## config.mk

```make
export PLATFORM = sky130hd
export DESIGN_NAME = expr_eval
export DESIGN_NICKNAME = d
export VERILOG_FILES = /design/src/rtl/expr_eval.sv
export SDC_FILE = /design/constraint.sdc
export NUM_CORES = 1
export LEC_CHECK = 0
export ABC_AREA = 0
export CAP_MARGIN = 20
export CORE_UTILIZATION = 35
export CTS_CLUSTER_SIZE = 24
export DETAILED_ROUTE_END_ITERATION = 10
export GPL_ROUTABILITY_DRIVEN = 0
export SKIP_LAST_GASP = 1
export SLEW_MARGIN = 25
export SYNTH_ARGS = -nofsm -noshare
export SYNTH_HDL_FRONTEND = slang
export SYNTH_SLANG_ARGS = --single-unit
```

## constraint.sdc

```tcl
create_clock -name clk -period 8.5 [get_ports clk]
set_input_delay 1.7 -clock clk [delete_from_list [all_inputs] [get_ports clk]]
set_output_delay 1.7 -clock clk [all_outputs]
set_load 0.05 [all_outputs]
```

## src/rtl/expr_eval.sv

```systemverilog
// expr_eval
//   Streaming ASCII arithmetic-expression recogniser and evaluator.
//   One character is consumed per cycle when in_valid is high. Numbers are
//   multi-digit unsigned decimals; '+', optional '-', and '*' are applied
//   with normal precedence. '=' terminates the expression and pulses done.
//
// Parameters
//   WIDTH       result / accumulator width in bits
//   MAX_DIGITS  maximum digits per operand (leading zeros included)
//   ENABLE_SUB  1: '-' is an add-op, 0: '-' is an illegal character
//
// Ports
//   clk       clock, rising edge
//   clr       asynchronous active-low reset
//   in_valid  qualifies in
//   in        ASCII character
//   out       accepted prefix is a complete valid expression
//   err       sticky syntax error for the current expression
//   done      one-cycle pulse after '=' is accepted
//   result    value of the last successful expression
//   ovf       overflow/underflow flag belonging to result
module expr_eval #(
  parameter int WIDTH      = 16,
  parameter int MAX_DIGITS = 4,
  parameter int ENABLE_SUB = 1
) (
  input  logic             clk,
  input  logic             clr,
  input  logic             in_valid,
  input  logic [7:0]       in,
  output logic             out,
  output logic             err,
  output logic             done,
  output logic [WIDTH-1:0] result,
  output logic             ovf
);

  localparam int CNT_W = $clog2(MAX_DIGITS + 1);

  localparam logic [7:0] CH_PLUS  = 8'h2B;
  localparam logic [7:0] CH_MINUS = 8'h2D;
  localparam logic [7:0] CH_MUL   = 8'h2A;
  localparam logic [7:0] CH_EQ    = 8'h3D;
  localparam logic [7:0] CH_ZERO  = 8'h30;
  localparam logic [7:0] CH_NINE  = 8'h39;

  typedef enum logic [1:0] {
    S_IDLE = 2'd0,
    S_NUM  = 2'd1,
    S_OP   = 2'd2,
    S_ERR  = 2'd3
  } state_t;

  state_t           state_reg, state_next;
  logic [WIDTH-1:0] num_reg, num_next;
  logic [WIDTH-1:0] term_reg, term_next;
  logic [WIDTH-1:0] sum_reg, sum_next;
  logic [WIDTH-1:0] result_reg, result_next;
  logic [CNT_W-1:0] cnt_reg, cnt_next;
  logic             pend_mul_reg, pend_mul_next;
  logic             pend_sub_reg, pend_sub_next;
  logic             ovf_acc_reg, ovf_acc_next;
  logic             ovf_reg, ovf_next;
  logic             err_reg, err_next;
  logic             done_reg, done_next;
  logic             out_reg, out_next;

  // ---------------------------------------------------------------------
  // Character classification
  // ---------------------------------------------------------------------
  logic       is_digit, is_plus, is_minus, is_mul, is_eq, is_addop;
  logic [3:0] digit_val;

  assign is_digit  = (in >= CH_ZERO) && (in <= CH_NINE);
  assign digit_val = in[3:0];
  assign is_plus   = (in == CH_PLUS);
  // With subtraction disabled '-' falls through to the illegal class.
  assign is_minus  = (ENABLE_SUB != 0) && (in == CH_MINUS);
  assign is_mul    = (in == CH_MUL);
  assign is_eq     = (in == CH_EQ);
  assign is_addop  = is_plus || is_minus;

  // ---------------------------------------------------------------------
  // Datapath
  // ---------------------------------------------------------------------
  // Digit step num*10+d computed 4 bits wider so anything above WIDTH bits
  // flags an overflow. num is always 0 outside NUM, so the same path
  // serves the first digit of an operand.
  logic [WIDTH+3:0] digit_full;
  logic             digit_ovf;

  assign digit_full = ({4'b0000, num_reg} * (WIDTH+4)'(10)) + (WIDTH+4)'(digit_val);
  assign digit_ovf  = |digit_full[WIDTH+3:WIDTH];

  // Single shared multiplier: both '*' and the additive fold need term*num.
  logic [2*WIDTH-1:0] prod_full;
  logic               prod_ovf;

  assign prod_full = {{WIDTH{1'b0}}, term_reg} * {{WIDTH{1'b0}}, num_reg};
  assign prod_ovf  = |prod_full[2*WIDTH-1:WIDTH];

  // Value of the term that just closed, and whether forming it overflowed.
  logic [WIDTH-1:0] fold_t;
  logic             fold_t_ovf;

  assign fold_t     = pend_mul_reg ? prod_full[WIDTH-1:0] : num_reg;
  assign fold_t_ovf = pend_mul_reg && prod_ovf;

  // Add or subtract the closed term into the running sum; the extra top
  // bit is the carry out (add) or the borrow (subtract).
  logic [WIDTH:0]   sum_add, sum_sub;
  logic [WIDTH-1:0] fold_sum;
  logic             fold_sum_ovf;
  logic             fold_ovf;

  assign sum_add      = {1'b0, sum_reg} + {1'b0, fold_t};
  assign sum_sub      = {1'b0, sum_reg} - {1'b0, fold_t};
  assign fold_sum     = pend_sub_reg ? sum_sub[WIDTH-1:0] : sum_add[WIDTH-1:0];
  assign fold_sum_ovf = pend_sub_reg ? sum_sub[WIDTH] : sum_add[WIDTH];
  assign fold_ovf     = fold_t_ovf || fold_sum_ovf;

  // ---------------------------------------------------------------------
  // Next-state / output logic
  // ---------------------------------------------------------------------
  always_comb begin
    state_next    = state_reg;
    num_next      = num_reg;
    term_next     = term_reg;
    sum_next      = sum_reg;
    cnt_next      = cnt_reg;
    pend_mul_next = pend_mul_reg;
    pend_sub_next = pend_sub_reg;
    ovf_acc_next  = ovf_acc_reg;
    result_next   = result_reg;
    ovf_next      = ovf_reg;
    done_next     = 1'b0;
    // err is sticky for an expression but drops once its done has been shown.
    err_next      = done_reg ? 1'b0 : err_reg;

    if (in_valid) begin
      if (is_eq) begin
        // Every '=' ends the expression: pulse done and start afresh.
        done_next     = 1'b1;
        state_next    = S_IDLE;
        num_next      = '0;
        term_next     = '0;
        sum_next      = '0;
        cnt_next      = '0;
        pend_mul_next = 1'b0;
        pend_sub_next = 1'b0;
        ovf_acc_next  = 1'b0;
        if (state_reg == S_NUM) begin
          result_next = fold_sum;
          ovf_next    = ovf_acc_reg || fold_ovf;
          err_next    = 1'b0;
        end else begin
          // Failed termination: report it through err in the done cycle,
          // leave the previous result untouched.
          err_next    = 1'b1;
        end
      end else begin
        unique case (state_reg)
          S_IDLE, S_OP: begin
            if (is_digit) begin
              state_next   = S_NUM;
              num_next     = digit_full[WIDTH-1:0];
              cnt_next     = CNT_W'(1);
              ovf_acc_next = ovf_acc_reg || digit_ovf;
            end else begin
              // Operator with no left operand, or an illegal character.
              state_next = S_ERR;
              err_next   = 1'b1;
            end
          end

          S_NUM: begin
            if (is_digit) begin
              if (cnt_reg == CNT_W'(MAX_DIGITS)) begin
                state_next = S_ERR;
                err_next   = 1'b1;
              end else begin
                num_next     = digit_full[WIDTH-1:0];
                cnt_next     = cnt_reg + CNT_W'(1);
                ovf_acc_next = ovf_acc_reg || digit_ovf;
              end
            end else if (is_mul) begin
              state_next    = S_OP;
              term_next     = fold_t;
              ovf_acc_next  = ovf_acc_reg || fold_t_ovf;
              pend_mul_next = 1'b1;
              num_next      = '0;
              cnt_next      = '0;
            end else if (is_addop) begin
              state_next    = S_OP;
              sum_next      = fold_sum;
              ovf_acc_next  = ovf_acc_reg || fold_ovf;
              pend_sub_next = is_minus;
              pend_mul_next = 1'b0;
              num_next      = '0;
              cnt_next      = '0;
            end else begin
              state_next = S_ERR;
              err_next   = 1'b1;
            end
          end

          S_ERR: begin
            // Wait for '=' to resynchronise; everything else is dropped.
          end

          default: begin
            state_next = S_IDLE;
          end
        endcase
      end
    end

    out_next = (state_next == S_NUM);
  end

  // ---------------------------------------------------------------------
  // Registers
  // ---------------------------------------------------------------------
  always_ff @(posedge clk or negedge clr) begin
    if (!clr) begin
      state_reg    <= S_IDLE;
      num_reg      <= '0;
      term_reg     <= '0;
      sum_reg      <= '0;
      cnt_reg      <= '0;
      pend_mul_reg <= 1'b0;
      pend_sub_reg <= 1'b0;
      ovf_acc_reg  <= 1'b0;
      result_reg   <= '0;
      ovf_reg      <= 1'b0;
      err_reg      <= 1'b0;
      done_reg     <= 1'b0;
      out_reg      <= 1'b0;
    end else begin
      state_reg    <= state_next;
      num_reg      <= num_next;
      term_reg     <= term_next;
      sum_reg      <= sum_next;
      cnt_reg      <= cnt_next;
      pend_mul_reg <= pend_mul_next;
      pend_sub_reg <= pend_sub_next;
      ovf_acc_reg  <= ovf_acc_next;
      result_reg   <= result_next;
      ovf_reg      <= ovf_next;
      err_reg      <= err_next;
      done_reg     <= done_next;
      out_reg      <= out_next;
    end
  end

  assign out    = out_reg;
  assign err    = err_reg;
  assign done   = done_reg;
  assign result = result_reg;
  assign ovf    = ovf_reg;

endmodule

```

[Word level (Yosys, flattened, before mapping)]
Cells that the tools add are included.
Operators by class
  $add $sub $neg: 4
  multiply operators: 2
  div/mod/pow operators: 0
  $lt $le $gt $ge: 2
  equality and inequality tests: 13
  shifts and indexed selects: 0
  mux-type cells: 63
  bitwise gates (word level): 0
  reductions and logical operators: 21
Operator list (number)
  16-bit 2-to-1 mux: 17
  8-bit by 6-bit == test with 1-bit output (second input constant): 4
  16-bit by 16-bit multiplier with 32-bit output: 1
  16-bit case mux with 2 select lines: 1
  1-bit 2-to-1 mux: 30
  20-bit by 4-bit adder with 20-bit output: 1
  16-bit by 3-bit multiplier with 19-bit output (second input constant): 1
  3-bit 2-to-1 mux: 6
  16-bit by 16-bit adder with 17-bit output: 1
  16-bit by 16-bit subtractor with 17-bit output: 1
  16-bit OR reduction: 1
  2-bit 2-to-1 mux: 5
  5-bit AND reduction: 2
  8-bit by 6-bit >= comparator with 1-bit output (second input constant): 1
  8-bit by 6-bit less-or-equal comparator with 1-bit output (second input constant): 1
  4-bit AND reduction: 2
  3-bit case mux with 2 select lines: 1
  2-bit nonzero test: 3
  3-bit nonzero test: 2
  1-bit logical OR: 5
  5-bit inequality test (second input constant): 1
  2-bit by 1-bit == test with 1-bit output (second input constant): 2
  2-bit by 1-bit inequality test with 1-bit output (second input constant): 2
  4-bit inequality test (second input constant): 1
  11 further kinds: 13
Word-level totals
  register bits after elaboration: 76
  bits in latches: 0
  memory bits (writable): 0
  memory bits (read-only): 0
  input bits: 11
  output and inout port bits: 20
  word-level logic and storage cells: 118
  memories kept: 0

[Depth between registers and ports, before layout]
Gate-level depths: netlist of the first run.
  depth after elaboration: 11
  mapped depth: 33
  depth with buffers taken out: 30

[Least setup slack after synthesis of the first run]
Ideal clock, no wire load.
  path type: reg-to-reg
  start: register num_reg[1]
  end: register result_reg[12], in the netlist result[12]
  setup time: 125 ps
  arrival: 6663 ps
  data required time: 8375 ps
  slack: 1712 ps
  stages on the path, launching flop included: 31
  path buffers: 3
  period minus slack after synthesis: 6788 ps
  cells stage by stage: dfrtp_1 -> clkbuf_1 -> clkbuf_1 -> nand2_1 -> fa_1 -> inv_1 -> fa_1 -> ha_1 -> fa_1 -> inv_1 -> fa_1 -> inv_1 -> fa_1 -> ha_1 -> nand2_1 -> a211oi_1 -> nor2_1 -> xnor2_1 -> mux2i_1 -> inv_1 -> ha_1 -> clkbuf_1 -> nor2_1 -> a2bb2oi_1 -> nand3b_1 -> a21oi_1 -> nand2_1 -> a22o_1 -> a21oi_1 -> xnor2_1 -> mux2_2
Between the ends
  longest elaborated chain between the ends: 4
  elaborated cells on any way between the ends: 5
  those cells by class: add/sub (2); mul (1); mux (2)
RTL lines
  from (decl): RTL line 55  | logic [WIDTH-1:0] num_reg, num_next;
  from (signal assigned): RTL line 241  | num_reg <= num_next;
  16-bit by 16-bit multiplier with 32-bit output: RTL line 99  | assign prod_full = {{WIDTH{1'b0}}, term_reg} * {{WIDTH{1'b0}}, num_reg};
  16-bit 2-to-1 mux (*): RTL line 106  | assign fold_t = pend_mul_reg ? prod_full[WIDTH-1:0] : num_reg;
  16-bit by 16-bit adder with 17-bit output or 16-bit by 16-bit subtractor with 17-bit output (tied branches): RTL line 116, 117
  16-bit 2-to-1 mux (*): RTL line 118  | assign fold_sum = pend_sub_reg ? sum_sub[WIDTH-1:0] : sum_add[WIDTH-1:0];
  to (signal assigned): RTL line 248  | result_reg <= result_next;
  to (decl): RTL line 58  | logic [WIDTH-1:0] result_reg, result_next;
Mark *: on every way between the ends. The rest lies on a longest branch, timed or not.
A chain may end at the register's enable or synchronous reset.

[Worst setup path in the final report of the first run]
  start: register num_reg[1]
  end: register ovf_acc_reg
Between the ends
  longest elaborated chain between the ends: 11
  elaborated cells on any way between the ends: 21
  those cells by class: add/sub (3); mul (2); mux (9); reduce/logical (7)
RTL lines
  16-bit by 16-bit multiplier with 32-bit output: RTL line 99
  16-bit 2-to-1 mux: RTL line 106
  16-bit by 16-bit adder with 17-bit output or 16-bit by 16-bit subtractor with 17-bit output (tied branches): RTL line 116, 117
  1-bit 2-to-1 mux: RTL line 119  | assign fold_sum_ovf = pend_sub_reg ? sum_sub[WIDTH] : sum_add[WIDTH];
  1-bit logical OR: RTL line 120  | assign fold_ovf = fold_t_ovf || fold_sum_ovf;
  1-bit logical OR: RTL line 196  | ovf_acc_next = ovf_acc_reg || fold_ovf;
  1-bit 2-to-1 mux: RTL line 193  | end else if (is_addop) begin
  1-bit 2-to-1 mux: RTL line 186  | end else if (is_mul) begin
  1-bit 2-to-1 mux: RTL line 177  | if (is_digit) begin
  1-bit case mux with 2 select lines (*): RTL line 162  | unique case (state_reg)
  1-bit 2-to-1 mux (*): RTL line 141  | if (is_eq) begin
  to (signal assigned): RTL line 247  | ovf_acc_reg <= ovf_acc_next;
  to (decl): RTL line 62  | logic ovf_acc_reg, ovf_acc_next;
Mark *: on every way between the ends. The rest lies on a longest branch, timed or not. The select of a mux whose other input is x is not followed.

==> run metrics, run 1 <==
Cells after Synth between 1,500 and 2,000; Clk pwr share ~16%; Yosys top cell area share between 20% and 30%; Crit path buffers/inverters 4; fmax roughly 130 MHz; part of the power in combinational logic 55.7%; Reg area 1900 µm²; Routed Wire Length approximately 38 mm; DR vias approximately 12,000; CTS tree built; core area ~41,000 µm²; Fill cells around 4,100; final slew viol count 0; Syn-to-layout area delta 7.57%; initial antenna violation count 1; Skew-Pair Late Insertion Delay roughly 340 ps; # diodes 0; Crit path arrival time ~8000 ps; IO Port Bufs 30; Netlist cell types 88; First DRT Iteration DRCs about 840; Die ar. ~42,000 µm²; CP Capture Type flop; Post-DP Area roughly 15,000 µm²; share of cells above drive strength 1 ~4%; type of the worst setup path flop to flop; vias in the first global route about 12,000; # DRC 0; Flop pwr share ~28%; # IOs 31; ys async rst share 100%; sequential cell area fraction in the yosys report a little over an eighth; Main synth FF type dfrtp_1; count leader, synth inv_1; Max Clock Skew between 7 and 8 ps; Area contributors post-synth fa_1 (27%), ha_1 (15%), dfrtp_1 (13%), inv_1 (6.6%), nand2_1 (6.4%); fin crit period ~7600 ps; mapped cell area 14,500 µm²; GRT Total Usage approximately a fifth; unrepaired setup endpoints after global routing no; startpoint types flop; CTS Buf Count 9; Post-CTS Resized 0; via/cell ratio approximately 5.3; Final Instance Area around 16,000 µm²; Worst Hold Class flop to flop; P per Cell Area between 100 and 150 nW/µm²; Die X between 200 and 250 µm; Post-Syn Nets between 2,000 and 2,500; Psw around 1.1 mW; P_leak ~7 nW; DR pass1 iterations 6; Pint ~1.1 mW; Crit path max-delay family adder cells; status finished clean; DPL Wire Length between 30 and 40 mm; # rows 74; die height between 200 and 250 µm; fin crit share around nine tenths; critical path data required time around 8700 ps; Synth top cells by count inv_1 (253), nand2_1 (248), fa_1 (198), ha_1 (170), and2_1 (115); Slowest Stage Delay on Critical Path just under 900 ps; Yosys warnings 0; nets 2,044; TNS Setup 0 ps; Max-Cap Viols 0; crit-path most repeated cell fa_1; starting density of the core ~35%; Max IR drop VDD roughly 0.21 mV; Post-synth EDFFs 0; root buffer cell clkbuf_16; maximum root-to-sink buffer count 2; Critical Path Fanout Max 21; worst slew pin tran 942 ps; final setup fails 0; relative slew slack 37.2%; Switching Fraction approximately half; area taken by multi-input logic gates approximately 11,000 µm²; Post-CTS Setup Bufs 0; largest net degree at the start of global routing a little under 80; Num Clock Sinks between 70 and 80; #FFs+latches synth 76; Fin. Hold Viols 0; WL per Instance approximately 17 µm; first-pass GRT wire length approximately 63 mm; Power, Total between 2 and 2.5 mW; H-tree depth 3; Slowest-stage cell, CP dfrtp_1; Clock transition at path regs ~60 ps; GRT Residual Overflow 0; area leader, netlist fa_1; Mapped Avg Cell Area roughly 8.6 µm²; cts hold-fix bufs 0; post-route antenna net violation count 0
==> per-stage QoR <==
step / worst slack, ps / hold slack (ps) / instances / util (%)
4_1_cts: 1000 / 487 / 2202 / 38.1
6_report: 939 / 481 / 2202 / 38.2
5_1_grt: 477 / 513 / 2202 / 38.2
3_5_place_dp: 1010 / 474 / 2186 / 37.5
2_1_floorplan: 1710 / 477 / 1676 / -
3_3_place_gp: 1070 / 466 / 2186 / 37.5
==> kinds of logic (layout without fill, tap and decap cells) <==
kind of cell	Yosys count	count (layout)	synth area share, %
compound gates	291	291	13.1
simple gates	542	542	18.0
buf+inv	323	317	8.57
flops	76	76	13.2
xor+xnor	55	55	3.49
mux	21	21	1.50
fa+ha+maj	368	368	42.1
==> cell type report <==
type / count / share of cell area [%]
Clock buffer: 15 / 1.66
Clock inverter: 1 / 0.0483
Inverter: 253 / 6.11
Multi-Input combinational cell: 1277 / 72.9
Sequential cell: 76 / 12.2
Tap cell: 532 / 4.28
Timing Repair Buffer: 48 / 2.81
==> worst register-to-register path, stage by stage (launching register included) <==
cell and delay, ps:
dfrtp_1 890, nand2_1 180, fa_1 570, inv_1 60, fa_1 470, ha_1 200, fa_1 490, inv_1 60
fa_1 530, inv_1 50, fa_1 440, ha_1 370, nand2_1 100, a211oi_1 390, o21bai_1 220, a21oi_1 330
nor2_1 120, xnor2_1 210, mux2i_1 280, inv_1 80, ha_1 370, nor4b_1 330, nor4_1 90, a211o_2 340
a21oi_1 150, a21oi_1 90
==> worst paths after layout <==
path | startpoint | endpoint | slack [ps] | cells after the start
max | num_reg[1] | ovf_acc_reg | 940 | 25
min | result[4] | result[4] | 480 | 2
max in group asynchronous | clr | result[11] | 6610 | 1
max reg2reg | num_reg[1] | ovf_acc_reg | 940 | 25
min in group asynchronous | clr | result[8] | 1370 | 1
min reg2reg | result[4] | result[4] | 480 | 2
==> power groups by stage <==
stage	combinational, mW	clock [mW]	sequential (mW)
2_1_floorplan	0.964	0	0.462
3_3_place_gp	1.18	0	0.607
3_5_place_dp	1.20	0	0.612
4_1_cts	1.21	0.361	0.604
5_1_grt	1.34	0.374	0.618
6_report	1.21	0.354	0.612
==> cells in the final DEF, fill, tap and decap left out, types with 7 or more instances in the layout <==
cell type,instances
dfrtp_1,75
clkbuf_16,9
and2_1,115
nor2b_1,8
a21o_1,16
nor2_1,73
nand2_1,247
a211oi_1,11
xor2_1,18
nor3_1,16
o21ai_0,93
clkdlybuf4s50_1,29
a22o_1,19
inv_1,253
o211ai_1,7
nand2b_1,11
mux2i_1,16
o31ai_1,14
nand4_1,14
fa_1,198
ha_1,170
nand3_1,18
xnor2_1,34
a21oi_1,61
buf_4,18
==> per-layer routing <==
metal,vias to the layer above,track usage [%],routed length (µm)
met2,306,32.1,18500
li1,5425,-,-
met5,-,0,0
met1,5839,26.2,17700
met4,0,3.97,545
met3,36,1.98,1640
Power figures use the tool's default switching activity.
==> run 2, diff against run 1 <==
SKIP_LAST_GASP = default   (was 1)
==> results of run 2 <==
The final DEF is identical to that of run 1; final timing and power are the same.
==> RTL edit, RTL diff (flow settings as in run 1) <==
Change the parameter `ENABLE_SUB` from 1 to 0. Comments in the files are not updated.
--- a/src/rtl/expr_eval.sv
+++ b/src/rtl/expr_eval.sv
@@ -22,7 +22,7 @@
 module expr_eval #(
   parameter int WIDTH      = 16,
   parameter int MAX_DIGITS = 4,
-  parameter int ENABLE_SUB = 1
+  parameter int ENABLE_SUB = 0
 ) (
   input  logic             clk,
   input  logic             clr,
Formal check against the unedited RTL: not equivalent (a bounded check fails within 4 cycles, from zero or initial values).
==> RTL edit against run 1 <==
- sequential cell count decreased by 1
- count of clock-buffer cells in the layout fell by 5
- critical path depth decreased by 1
- sequential share of layout area is 0.63 points higher
- hold slack gained 0.0088 ns
- core utilization up 0.47 points
- routed wire length shrank 11%
- cell area is 6.2% lower
- highest routed layer unchanged
- area after synthesis shrank 6.7%
- critical endpoint unchanged
- worst setup slack better by 0.11 ns
- synthesized cell count shrank 10%
Power is not compared: it rests on default switching activity, and its combinational part moved more than twofold at a synthesized area within 25%.
==> RTL edit: results (changes against run 1) <==
Status - finished, final reports clean
Share of layout cells above drive strength 1 - 0.0507 (+0.0112)
Mapped Nets - 1864 (-9.3%)
Post-Route M1 WL - 16100 um (-9.0%)
Final worst clock skew - 0.00973 ns (+0.00230 ns)
Vias in the first global route - 10600 (-12%)
Gr usage total - 0.184 (-0.00625)
Core Util, Final - 0.386 (+0.00468)
Largest net degree at the start of global routing - 76 (-1.3%)
Cells taking the most area after synthesis - fa_1 (29%), ha_1 (14%), dfrtp_1 (14%)
FILL cells - 3807 (-8.2%)
Crit path DAT - 7.67 ns (-0.11 ns)
Initial antenna violation count - 0 (-1)
Buffers on Ports - 30 (unchanged)
Via count - 10300 (-11%)
DR WL met2 - 16300 um (-12%)
Syn Area/Cell - 8.97 um2 (+4.1%)
Top post-synthesis cells by count - inv_1 (216), nand2_1 (209), fa_1 (197), ha_1 (153), and2_1 (123)
Sequential element share of the synthesized area - 0.139 (+0.00755)
Post-synthesis cell type count - 74 (-16%)
Worst Tran Pin Value - 0.937 ns (-0.00448 ns)
Met1 Use GR - 0.259 (-0.00316)
Total Power - 0.788 mW
Global-route wire length before repair - 57000 um (-10%)
Met3 WL - 1160 um (-29%)
Layout Cells excl Fill - 2009 (-8.8%)
Placed inst area - 0.0143 mm2 (-6.5%)
Initial DRT Pass Iterations - 5 (-1)
Starting DRT DRC Count - 593 (-29%)
Met2 usage - 0.303 (-0.0188)
Setup WS pre-CTS - 1.13 ns (+0.128 ns)
[RTL edit: kinds of logic (layout without fill, tap and decap cells)]
group	after synthesis	count (layout)	share of synthesized area
buffers and inverters	282	277	0.0792
xor gates and xnor gates	52	52	0.0338
and+or+nand+nor	498	498	0.185
DFF	75	75	0.139
AOI/OAI and AO/OA	220	220	0.108
adders and majority gates	350	350	0.434
muxes	26	26	0.0214
[RTL edit: final timing paths]
| kind | cells after the start | from | slack (ns) | to |
|---|---|---|---|---|
| max in group asynchronous | 1 | clr | 6.62 | term_reg[8] |
| worst max-delay path | 24 | term_reg[12] | 1.05 | ovf_acc_reg |
| worst min register to register | 2 | result[5] | 0.49 | result[5] |
| worst min-delay path | 2 | result[5] | 0.49 | result[5] |
| worst max register to register | 24 | term_reg[12] | 1.05 | ovf_acc_reg |
| min in group asynchronous | 1 | clr | 1.38 | result[3] |
[RTL edit: critical path, cell delays in order (launching register included)]
cell	delay, ns
dfrtp_1	0.84
nand2_1	0.17
fa_1	0.56
fa_1	0.55
inv_1	0.05
fa_1	0.50
fa_1	0.57
fa_1	0.51
inv_1	0.05
fa_1	0.48
inv_1	0.04
ha_1	0.33
a21o_1	0.17
a21oi_1	0.42
a21boi_0	0.30
and2_1	0.24
xnor2_1	0.09
mux2_2	0.30
ha_1	0.32
nor2_1	0.11
o21ai_0	0.07
o21ai_0	0.17
o311ai_2	0.16
nor4_1	0.22
nor3_1	0.09
[RTL edit: layout make-up]
cell class | instances | area share
clock inverter | 6 | 0.00489
sequential | 75 | 0.129
clock buffer | 10 | 0.0157
tap | 511 | 0.0438
inverter | 216 | 0.0556
timing repair buffer | 45 | 0.0284
multi-input combinational | 1146 | 0.723
